### src/rtl/fsk_rx_buffer.sv
// FSK receive buffer: packs demodulated nibble pairs into bytes and queues them
// in a DEPTH-entry FIFO with registered pop, sticky overflow and synchronous flush.
module fsk_rx_buffer #(
  parameter int unsigned DEPTH      = 8,
  parameter bit          HIGH_FIRST = 1'b1
) (
  input  logic                     clk,
  input  logic                     rst_n,
  input  logic                     wr,
  input  logic [3:0]               data_in,
  input  logic                     flush,
  input  logic                     clr_ovf,
  input  logic                     rd_en,
  output logic [7:0]               rd_data,
  output logic                     rd_valid,
  output logic                     empty,
  output logic                     full,
  output logic [$clog2(DEPTH):0]   count,
  output logic                     half,
  output logic                     overflow
);

  localparam int unsigned AW = $clog2(DEPTH);
  localparam int unsigned CW = AW + 1;

  typedef enum logic {
    S_FIRST  = 1'b0,
    S_SECOND = 1'b1
  } nib_state_e;

  nib_state_e       state_q, state_d;
  logic [3:0]       nib_q, nib_d;
  logic             wr_prev_q;
  logic [AW-1:0]    wr_ptr_q, wr_ptr_d;
  logic [AW-1:0]    rd_ptr_q, rd_ptr_d;
  logic [CW-1:0]    count_q, count_d;
  logic [7:0]       rd_data_q, rd_data_d;
  logic             rd_valid_q, rd_valid_d;
  logic             ovf_q, ovf_d;
  logic [7:0]       mem_q [DEPTH];

  logic             empty_w, full_w;
  logic             cap, push, pop, push_ok, ovf_evt;
  logic [7:0]       byte_w;

  assign empty_w = (count_q == '0);
  assign full_w  = (count_q == CW'(DEPTH));
  assign cap     = wr & ~wr_prev_q;
  assign byte_w  = HIGH_FIRST ? {nib_q, data_in} : {data_in, nib_q};

  always_comb begin
    state_d    = state_q;
    nib_d      = nib_q;
    wr_ptr_d   = wr_ptr_q;
    rd_ptr_d   = rd_ptr_q;
    count_d    = count_q;
    rd_data_d  = rd_data_q;
    rd_valid_d = 1'b0;
    ovf_d      = ovf_q;
    push       = 1'b0;
    pop        = 1'b0;
    push_ok    = 1'b0;
    ovf_evt    = 1'b0;

    if (flush) begin
      state_d  = S_FIRST;
      wr_ptr_d = '0;
      rd_ptr_d = '0;
      count_d  = '0;
    end else begin
      if (cap) begin
        unique case (state_q)
          S_FIRST: begin
            nib_d   = data_in;
            state_d = S_SECOND;
          end
          S_SECOND: begin
            state_d = S_FIRST;
            push    = 1'b1;
          end
          default: state_d = S_FIRST;
        endcase
      end

      pop     = rd_en & ~empty_w;
      // A pop in the same cycle frees the slot, so a full FIFO can still accept.
      push_ok = push & (~full_w | pop);
      ovf_evt = push & full_w & ~pop;

      if (pop) begin
        rd_data_d  = mem_q[rd_ptr_q];
        rd_valid_d = 1'b1;
        rd_ptr_d   = rd_ptr_q + AW'(1);
      end
      if (push_ok) begin
        wr_ptr_d = wr_ptr_q + AW'(1);
      end

      unique case ({push_ok, pop})
        2'b10:   count_d = count_q + CW'(1);
        2'b01:   count_d = count_q - CW'(1);
        default: count_d = count_q;
      endcase
    end

    if (ovf_evt) begin
      ovf_d = 1'b1;
    end else if (clr_ovf) begin
      ovf_d = 1'b0;
    end
  end

  always_ff @(posedge clk) begin
    if (!rst_n) begin
      state_q    <= S_FIRST;
      nib_q      <= '0;
      wr_prev_q  <= 1'b0;
      wr_ptr_q   <= '0;
      rd_ptr_q   <= '0;
      count_q    <= '0;
      rd_data_q  <= '0;
      rd_valid_q <= 1'b0;
      ovf_q      <= 1'b0;
    end else begin
      state_q    <= state_d;
      nib_q      <= nib_d;
      wr_prev_q  <= wr;
      wr_ptr_q   <= wr_ptr_d;
      rd_ptr_q   <= rd_ptr_d;
      count_q    <= count_d;
      rd_data_q  <= rd_data_d;
      rd_valid_q <= rd_valid_d;
      ovf_q      <= ovf_d;
    end
  end

  always_ff @(posedge clk) begin
    if (rst_n && push_ok) begin
      mem_q[wr_ptr_q] <= byte_w;
    end
  end

  assign rd_data  = rd_data_q;
  assign rd_valid = rd_valid_q;
  assign empty    = empty_w;
  assign full     = full_w;
  assign count    = count_q;
  assign half     = (state_q == S_SECOND);
  assign overflow = ovf_q;

endmodule

### config.mk
export PLATFORM = sky130hd
export DESIGN_NAME = fsk_rx_buffer
export DESIGN_NICKNAME = d
export VERILOG_FILES = /design/src/rtl/fsk_rx_buffer.sv
export SDC_FILE = /design/constraint.sdc
export NUM_CORES = 1
export LEC_CHECK = 0
export ABC_AREA = 1
export CORE_MARGIN = 3
export CORE_UTILIZATION = 50
export CTS_BUF_LIST = sky130_fd_sc_hd__clkbuf_8
export CTS_CLUSTER_DIAMETER = 50
export CTS_CLUSTER_SIZE = 24
export DETAILED_ROUTE_END_ITERATION = 16
export GPL_TIMING_DRIVEN = 0
export PLACE_DENSITY_LB_ADDON = 0.12
export SYNTH_ARGS = -nofsm -noshare
export SYNTH_HDL_FRONTEND = slang
export SYNTH_SLANG_ARGS = --single-unit
### constraint.sdc
create_clock -name clk -period 1.85 [get_ports clk]
set_clock_uncertainty 0.1 [all_clocks]
set_input_delay 0.37 -clock clk [delete_from_list [all_inputs] [get_ports clk]]
set_output_delay 0.37 -clock clk [all_outputs]
set_load 0.01 [all_outputs]
After elaboration in Yosys (flattened, before gate mapping)
Memories as Yosys holds them, arrays and structs flattened. A register that Yosys moved wholly into a read port is not among the register bits.
Index checks and enable logic that the tools add are counted.

cells by class
  mux-type cells = 12
  $lt $le $gt $ge = 0
  divide/modulo/power cells = 0
  reduce and logical (&&, ||, !) cells = 8
  bitwise gates (word level) = 13
  $mul = 0
  shifts and indexed selects = 0
  $add $sub $neg = 4
  equal/unequal tests = 3

operators by type and width
  operator             number
  $mux 1               10
  $pmux 4 s2           1
  $not 1->1            7
  $add 3x1->3 const B  2
  $and 1x1->1          5
  $add 4x1->4 const B  1
  $eq 4x4->1 const B   1
  $logic_not 4->1      1
  $reduce_bool 2->1    2
  $sub 4x1->4 const B  1
  $reduce_and 3->1     1
  $eq 2x1->1 const B   1
  $eq 2x2->1 const B   1
  $pmux 1 s2           1
  $reduce_and 2->1     1
  $reduce_or 2->1      1
  $logic_and 1x1->1    1
  $logic_not 1->1      1
  $or 1x1->1           1

storage, ports and cells
  word-level logic and storage cells = 49
  input port bits = 10
  flip-flop bits (word level) = 18
  bits in latches = 0
  RAM bits = 64
  memories kept = 1
  memory bits (read-only) = 0

memories
  memory  words  width  read ports  clocked after memory_dff  wr ports  line  source
  mem_q   8      8      1           1                         1         40    logic [7:0] mem_q [DEPTH];

Longest topological paths before layout
Gate-level depths: netlist (run 1).

  depth in word-level cells = 9
  mapped depth = 14
  gate-level depth less buffers = 14

Worst setup path after synthesis (run 1)
OpenSTA, ideal clock, no wires.

  path type = reg-to-reg
  from = reg count_q[0], in the netlist count[0]
  to = mem mem_q[0][0], enable pin
  setup time = 370 ps
  stages on the path, launching flop included = 8
  arrival time = 1583 ps
  path buffers = 0
  path slack = -203 ps
  cells stage by stage = dfxtp_1 nor2_2 nand2_4 nand2_4 nand2_4 nand2_4 or2_4 nor2_1

between the ends
  cells in the longest elaborated chain, start to end = 9
  elaborated cells between the ends (all ways) = 11
  those cells by class = eq/ne: 1; mux: 3; bitwise: 5; reduce/logical: 2

ends and longest elaborated chain
  what                              line  source
  from (decl)                       36    logic [CW-1:0] count_q, count_d;
  from (signal assigned)            130   count_q <= count_d;
  $logic_not 4->1                   46    assign empty_w = (count_q == '0);
  $not 1->1                         85    pop = rd_en & ~empty_w;
  $and 1x1->1                       85
  $or 1x1->1 (*)                    87    push_ok = push & (~full_w | pop);
  $and 1x1->1 (*)                   87
  $mux 1 (*)                        65    if (flush) begin
  $logic_and 1x1->1 (*)             138   if (rst_n && push_ok) begin
  $mux 1 (*)                        138
  $mux 1 (implied by the code) (*)  139   mem_q[wr_ptr_q] <= byte_w;
  to (decl)                         40

Mark *: on every way between the ends. The rest lies on a longest branch, timed or not.

Worst setup path in the final report (run 1)
  from = in rst_n
  to = mem mem_q[5][7], enable pin

between the ends
  cells in the longest elaborated chain, start to end = 3

ends and longest elaborated chain
  what                          line  source
  from (decl)                   8     input logic rst_n,
  $logic_and 1x1->1             138
  $mux 1                        138
  $mux 1 (implied by the code)  139

No other way between the ends.

==> results.yml, run 1 <==
outcome:
  status: "finished clean"
clock_tree:
  clock-sinks: 90
  htree_levels: 3
  clk_pin_slew_worst_paths_ns: 0.08
  cts_root_buffer: "clkbuf_8"
  cts_tree: "yes"
  cts_buffers: 9
  clockBufferDepth: 2
  clkLatencyLatePin_ns: 0.35
power:
  leakage_nw: 1.56
  p_per_area_nw_per_um2: 779
  ir_worst_vdd_uv: 344
logic_synthesis:
  yosysSeqAreaShare_pct: 67.0
  yosysWarnings: 0
  yosys_register_bits: 90
  syn-num-nets: 337
  syn_area_um2: 3640
  synth_cell_type_count: 32
  avgSynthCellArea_um2: 11.2
  synth_cells: 324
worst_setup_path:
  critPathKind: "in2reg"
  critPathBufInv: 4
  crit_path_max_fanout: 10
  critPathTopFamily: "buffers and inverters"
  cp_cell_sequence: "clkdlybuf4s15_1, clkinv_4, nor2_2, clkbuf_4, nand2_1, nor2_4, buf_12"
  crit_path_max_incr_delay_ns: 0.34
  slowest_stage: "clkdlybuf4s15_1"
  worstPathArrival_ns: 1.77
  end_kind: "flop"
  cp.required_ns: 1.82
  start_kind: "input port"
final_layout:
  fin_cells: 482
  ff_latch_area_um2: 2460
  layout.nets: 394
  multiInputGateArea_um2: 1180
  antenna_cells: 0
  syn_to_final_growth_pct: 25.3
  drive_gt1_share_pct: 21.8
  nFillCells: 547
grt:
  grt_pass1_vias: 2509
  grt_pass1_wl_um: 13300
  grt_max_degree: 17
  grt_usage_pct: 21.2
  antenna_found_initial: 0
  grt.overflow.total: 0
sta:
  slew_headroom_pct: 65.9
  finalHoldViolCount: 0
  period_share_pct: 97.1
  post-route-min-period_ns: 1.80
  worstMarginPinSlew_ns: 0.512
  final_max_slew_viol_count: 0
  timing.fmax_ghz: 0.557
  setup_slack_ns: 0.0541
  hold_ws_ns: 0.360
  setup_viol: 0
placed_design:
  globalplace.congestion: 0.852
  pre_cts_ws_ns: -1.39
  dp_cells: 446
  dpl.hpwl_um: 5310
  port_buffers: 26
flow_run:
  drv_cap: 0
floorplanning:
  dieArea_um2: 8350
  rows: 30
  start_util_pct: 52.5
  die_y_um: 91.4
  core-area_um2: 6940
  die_w_um: 91.4
  io_pins: 27
routing:
  final_antenna_net_count: 0
  wl_per_cell_um: 17.9
  wl_um: 8610
  drtPass1Iterations: 6
  drc: 0
  vias: 2652
  via_per_inst: 5.50
  drt_iter0_drc: 268
min_path:
  hold_path.class: "in2reg"
## registers in the layout (all words and copies together), names as in the netlist
register / count
mem_q: 64
half: 1
nib_q: 4
wr_prev_q: 1
rd_valid: 1
overflow: 1
count: 4
rd_ptr_q: 3
wr_ptr_q: 3
rd_data: 8
## cell type report
class	count	area share, %
Timing Repair Buffer	46	10.5
Buffer	10	1.10
Clock buffer	9	2.71
Clock inverter	7	1.18
Sequential cell	90	53.8
Multi-Input combinational cell	199	25.9
Tap cell	96	2.63
Inverter	25	2.17
## cells in the mapped netlist, drive strengths merged
| cell | instances | area share, % |
|---|---|---|
| nor4 | 1 | 0.58 |
| a31oi | 1 | 0.17 |
| xnor2 | 1 | 0.24 |
| o211ai | 6 | 1.2 |
| nand2 | 32 | 4.2 |
| inv | 24 | 2.5 |
| dfxtp | 26 | 14 |
| ha | 3 | 1.0 |
| nand3 | 10 | 1.9 |
| nor2 | 60 | 6.5 |
| nor3b | 1 | 0.21 |
| clkbuf | 8 | 0.82 |
| buf | 2 | 0.27 |
| o22ai | 6 | 1.0 |
| o21ai | 44 | 6.0 |
| o221ai | 10 | 2.4 |
| nand4 | 2 | 0.34 |
| nor3 | 4 | 0.55 |
| o32ai | 1 | 0.24 |
| or2 | 1 | 0.24 |
| o21bai | 1 | 0.21 |
| clkinv | 1 | 0.10 |
| a21oi | 14 | 2.0 |
| edfxtp | 64 | 53 |
| xor2 | 1 | 0.24 |
## power by group
group	switching, mW	total, mW	leakage, nW	internal, mW
Combinational	0.113	0.182	0.692	0.0691
Sequential	0.0235	2.19	0.787	2.17
Clock	0.692	1.19	0.0818	0.494
Total	0.828	3.56	1.56	2.73
## stage by stage
step	instance area, µm²	total power, mW	utilization [%]	TNS (ns)
global placement	4060	2.40	58.4	-68.32
detailed placement	4060	2.40	58.4	-69.90
global route	4560	3.70	65.7	-0.443
finish	4560	3.56	65.7	0
floorplan	3670	2.32	-	-2.11
CTS	4480	3.57	64.5	0
## worst register-to-register path, stage by stage (launching register included)
cell     delay (ns)
dfxtp_4        0.40
nor2_4         0.05
nand2_4        0.11
nand2_8        0.10
nand2_4        0.09
nand2_4        0.06
or2_4          0.29
nor2_4         0.27
## cell families after synthesis
family | synth area share (%)
xor gates and xnor gates | 0.481
and+or+nand+nor | 14.4
DFF | 67.0
adders and majority gates | 1.03
AOI/OAI and AO/OA | 13.4
buffers and inverters | 3.67
## worst paths after layout
path         startpoint          end  slack, ns  depth (start not counted)
min reg2reg  rd_data[6]   rd_data[6]       0.37                          2
max               rst_n  mem_q[5][7]       0.05                          7
max reg2reg    count[0]  mem_q[0][7]       0.05                          7
min                  wr    wr_prev_q       0.36                          3
## layer usage
layer / vias up / share of wire (%) / global-route usage [%]
met5: - / 0 / 0
met4: 0 / 2.2 / 9.80
met3: 12 / 6.4 / 3.89
met2: 116 / 49 / 33.3
met1: 1252 / 43 / 28.5
li1: 1272 / - / -
## repair_timing
| action | CTS | global route |
|---|---|---|
| pin swaps | 11 | 9 |
| setup buffers | 15 | 5 |
| setup endpoints to repair | 77 | 77 |
| hold buffers | 0 | 0 |
| gates resized for setup | 33 | 24 |
| cloned | 0 | 0 |
## cell usage in the layout, fill, tap and decap left out, types with 3 or more instances in the layout
master	netlist	layout
nor3_1	4	4
nand2_1	27	25
o22ai_1	6	6
clkbuf_8	0	9
buf_12	0	6
o211ai_1	6	6
buf_4	0	14
clkinv_4	0	3
dfxtp_4	0	3
nor2_4	1	11
nand2_4	4	4
inv_2	0	5
o221ai_1	10	10
o21ai_0	44	42
clkdlybuf4s50_1	0	20
clkinvlp_4	0	3
edfxtp_1	64	64
dfxtp_2	0	3
nor2_1	58	48
clkbuf_2	0	6
dlygate4sd2_1	0	3
dfxtp_1	26	20
inv_1	24	19
a21oi_1	13	13
nand3_1	8	6
Note: power is estimated with default switching activity, not from simulation.
==> run 2, diff against run 1 <==
--- a/config.mk
+++ b/config.mk
@@ -13,7 +13,7 @@
 export CTS_CLUSTER_SIZE = 24
 export DETAILED_ROUTE_END_ITERATION = 16
 export GPL_TIMING_DRIVEN = 0
-export PLACE_DENSITY_LB_ADDON = 0.12
+export PLACE_DENSITY = 0.72
 export SYNTH_ARGS = -nofsm -noshare
 export SYNTH_HDL_FRONTEND = slang
 export SYNTH_SLANG_ARGS = --single-unit
==> constraint.sdc (replaced) <==
create_clock -name clk -period 1.5 [get_ports clk]
set_clock_uncertainty 0.1 [all_clocks]
set_input_delay 0.225 -clock clk [delete_from_list [all_inputs] [get_ports clk]]
set_output_delay 0.225 -clock clk [all_outputs]
set_load 0.01 [all_outputs]
==> run 2 against run 1 <==
- core utilization grew 2.4 points
- wire length is 1.5% higher
- the run now ends with negative setup slack left
- highest routed layer unchanged
- critical path depth rose by 8
- global-route usage decreased by 0.17 points
==> results.yml, run 2 (synthesis results as in run 1) <==
sta:
  fin_setup_tns_ns: -15.84
  timing.fmax_ghz: 0.526
  rsz0062_at_grt: "yes"
  slew_headroom_pct: 71.0
  hold_ws_ns: 0.200
  setup_viol: 74
  post-route-min-period_ns: 1.90
  finalHoldViolCount: 0
  worstMarginPinSlew_ns: 0.435
  final_max_slew_viol_count: 0
  period_share_pct: 127
  setup_slack_ns: -0.402
power:
  p_int_mw: 3.61
  power_frac_clock_pct: 36.8
  swShare_pct: 23.1
  power.switching_mw: 1.08
  ir_worst_vdd_uv: 484
  combPwrFrac_pct: 5.7
  p_per_area_nw_per_um2: 992
  p_seq_share_pct: 57.5
  leakage_nw: 1.67
clock_tree:
  clock-sinks: 90
  htree_levels: 3
  cts_tree: "yes"
  clkLatencyLatePin_ns: 0.36
  clockBufferDepth: 2
  clk_pin_slew_worst_paths_ns: 0.09
  cts_buffers: 9
  cts_root_buffer: "clkbuf_8"
grt:
  grt_pass1_vias: 2680
  antenna_found_initial: 0
  grt.overflow.total: 0
  grt_usage_pct: 21.0
  grt_pass1_wl_um: 13300
  grt_max_degree: 17
floorplanning:
  die_y_um: 91.4
  dieArea_um2: 8350
  die_w_um: 91.4
  io_pins: 27
  rows: 30
  core-area_um2: 6940
  start_util_pct: 52.5
final_layout:
  largest-register: "mem_q"
  drive_gt1_share_pct: 27.3
  largest_register_ffs: 64
  final_cell_mix: "64 x edfxtp_1, 48 x nor2_1, 39 x o21ai_0, 21 x nand2_1"
  fin_cells: 488
  syn_to_final_growth_pct: 29.8
  final_common_cell: "edfxtp_1"
  antenna_cells: 0
  layout.nets: 400
  stdcell_area_um2: 4730
routing:
  drtPass1Iterations: 5
  drc: 0
  drt_iter0_drc: 148
  wl_um: 8740
  vias: 2778
  wl_per_cell_um: 17.9
  via_per_inst: 5.69
  final_antenna_net_count: 0
placed_design:
  globalplace.congestion: 0.825
  dpl.hpwl_um: 5250
  port_buffers: 26
  dp_cells: 446
  dpl_cell_area_um2: 4130
flow_run:
  drv_cap: 0
outcome:
  violations: "negative setup slack"
  status: "complete, but fails checks"
worst_setup_path:
  critPathKind: "reg2reg"
  worstPathArrival_ns: 2.12
  crit_path_max_fanout: 4
  cp.required_ns: 1.71
  end_kind: "flop"
  start_kind: "flop"
min_path:
  hold_path.class: "in2reg"
[run 2: changes by cell type in the layout (fill, tap and decap cells not counted), moves of 3 or more]
cell | previous run | this run
nand2_2 | 2 | 5
clkdlybuf4s50_1 | 20 | 5
o21ai_0 | 42 | 39
inv_1 | 19 | 15
inv_4 | 0 | 5
buf_4 | 14 | 19
buf_6 | 0 | 10
clkbuf_2 | 6 | 2
dlygate4sd2_1 | 3 | 16
nand2_1 | 25 | 21
[run 2: area by class of cell]
| cell class | instances | area [µm²] |
|---|---|---|
| Buffer | 10 | 70.1 |
| Clock buffer | 10 | 138 |
| Clock inverter | 6 | 71.3 |
| Fill cell | 491 | 2220 |
| Inverter | 25 | 111 |
| Multi-Input combinational cell | 199 | 1240 |
| Sequential cell | 90 | 2460 |
| Tap cell | 96 | 120 |
| Timing Repair Buffer | 52 | 513 |
[run 2: what timing repair did]
action / in CTS / in global routing
hold buffers: 0 / 0
setup buffers: 23 / 8
gates resized for setup: 70 / 35
pin swaps: 18 / 23
endpoints found under the setup margin: 100 / 86
[run 2: metrics by stage]
stage / utilization (%) / power [mW] / setup WS [ns]
after floorplan: - / 2.86 / -0.184
after global placement: 59.4 / 2.96 / -1.04
after detailed placement: 59.4 / 2.96 / -1.07
after CTS: 66.8 / 4.67 / -0.230
after global routing: 68.1 / 4.84 / -0.538
final: 68.1 / 4.69 / -0.402
[run 2: power groups by stage]
stage	Combinational [mW]	Sequential (mW)	Clock, mW
floorplan	0.108	2.75	0
global placement	0.200	2.76	0
detailed placement	0.205	2.76	0
CTS	0.238	2.70	1.73
global route	0.292	2.70	1.85
finish	0.269	2.70	1.73
[run 2: path summary, 6_finish.rpt]
check                                start          to  slack [ns]  cells past startpoint
worst max-delay path              count[1]    count[2]       -0.40                     15
worst min-delay path                    wr   wr_prev_q        0.20                      3
worst max register to register    count[1]    count[2]       -0.40                     15
worst min register to register  rd_data[2]  rd_data[2]        0.36                      2
[run 2: per-layer routing]
metal	GRT usage [%]	up-vias	part of all wire [%]
met5	0	-	0
met3	5.05	20	6.2
met2	35.0	113	51
li1	-	1286	-
met4	8.79	0	2.4
met1	26.1	1359	40
[run 2: worst max-delay path, cell delays in order, from the launching register on]
cell and delay [ns]:
dfxtp_4 0.38, nor2_4 0.15, nand2_4 0.10, buf_12 0.15, nand3_4 0.05, nand2_2 0.08
nand2_2 0.07, inv_2 0.05, ha_4 0.14, inv_2 0.04, nand2_2 0.06, xnor2_1 0.20
nand2_1 0.09, o21ai_1 0.08, nand2_1 0.06, inv_1 0.04
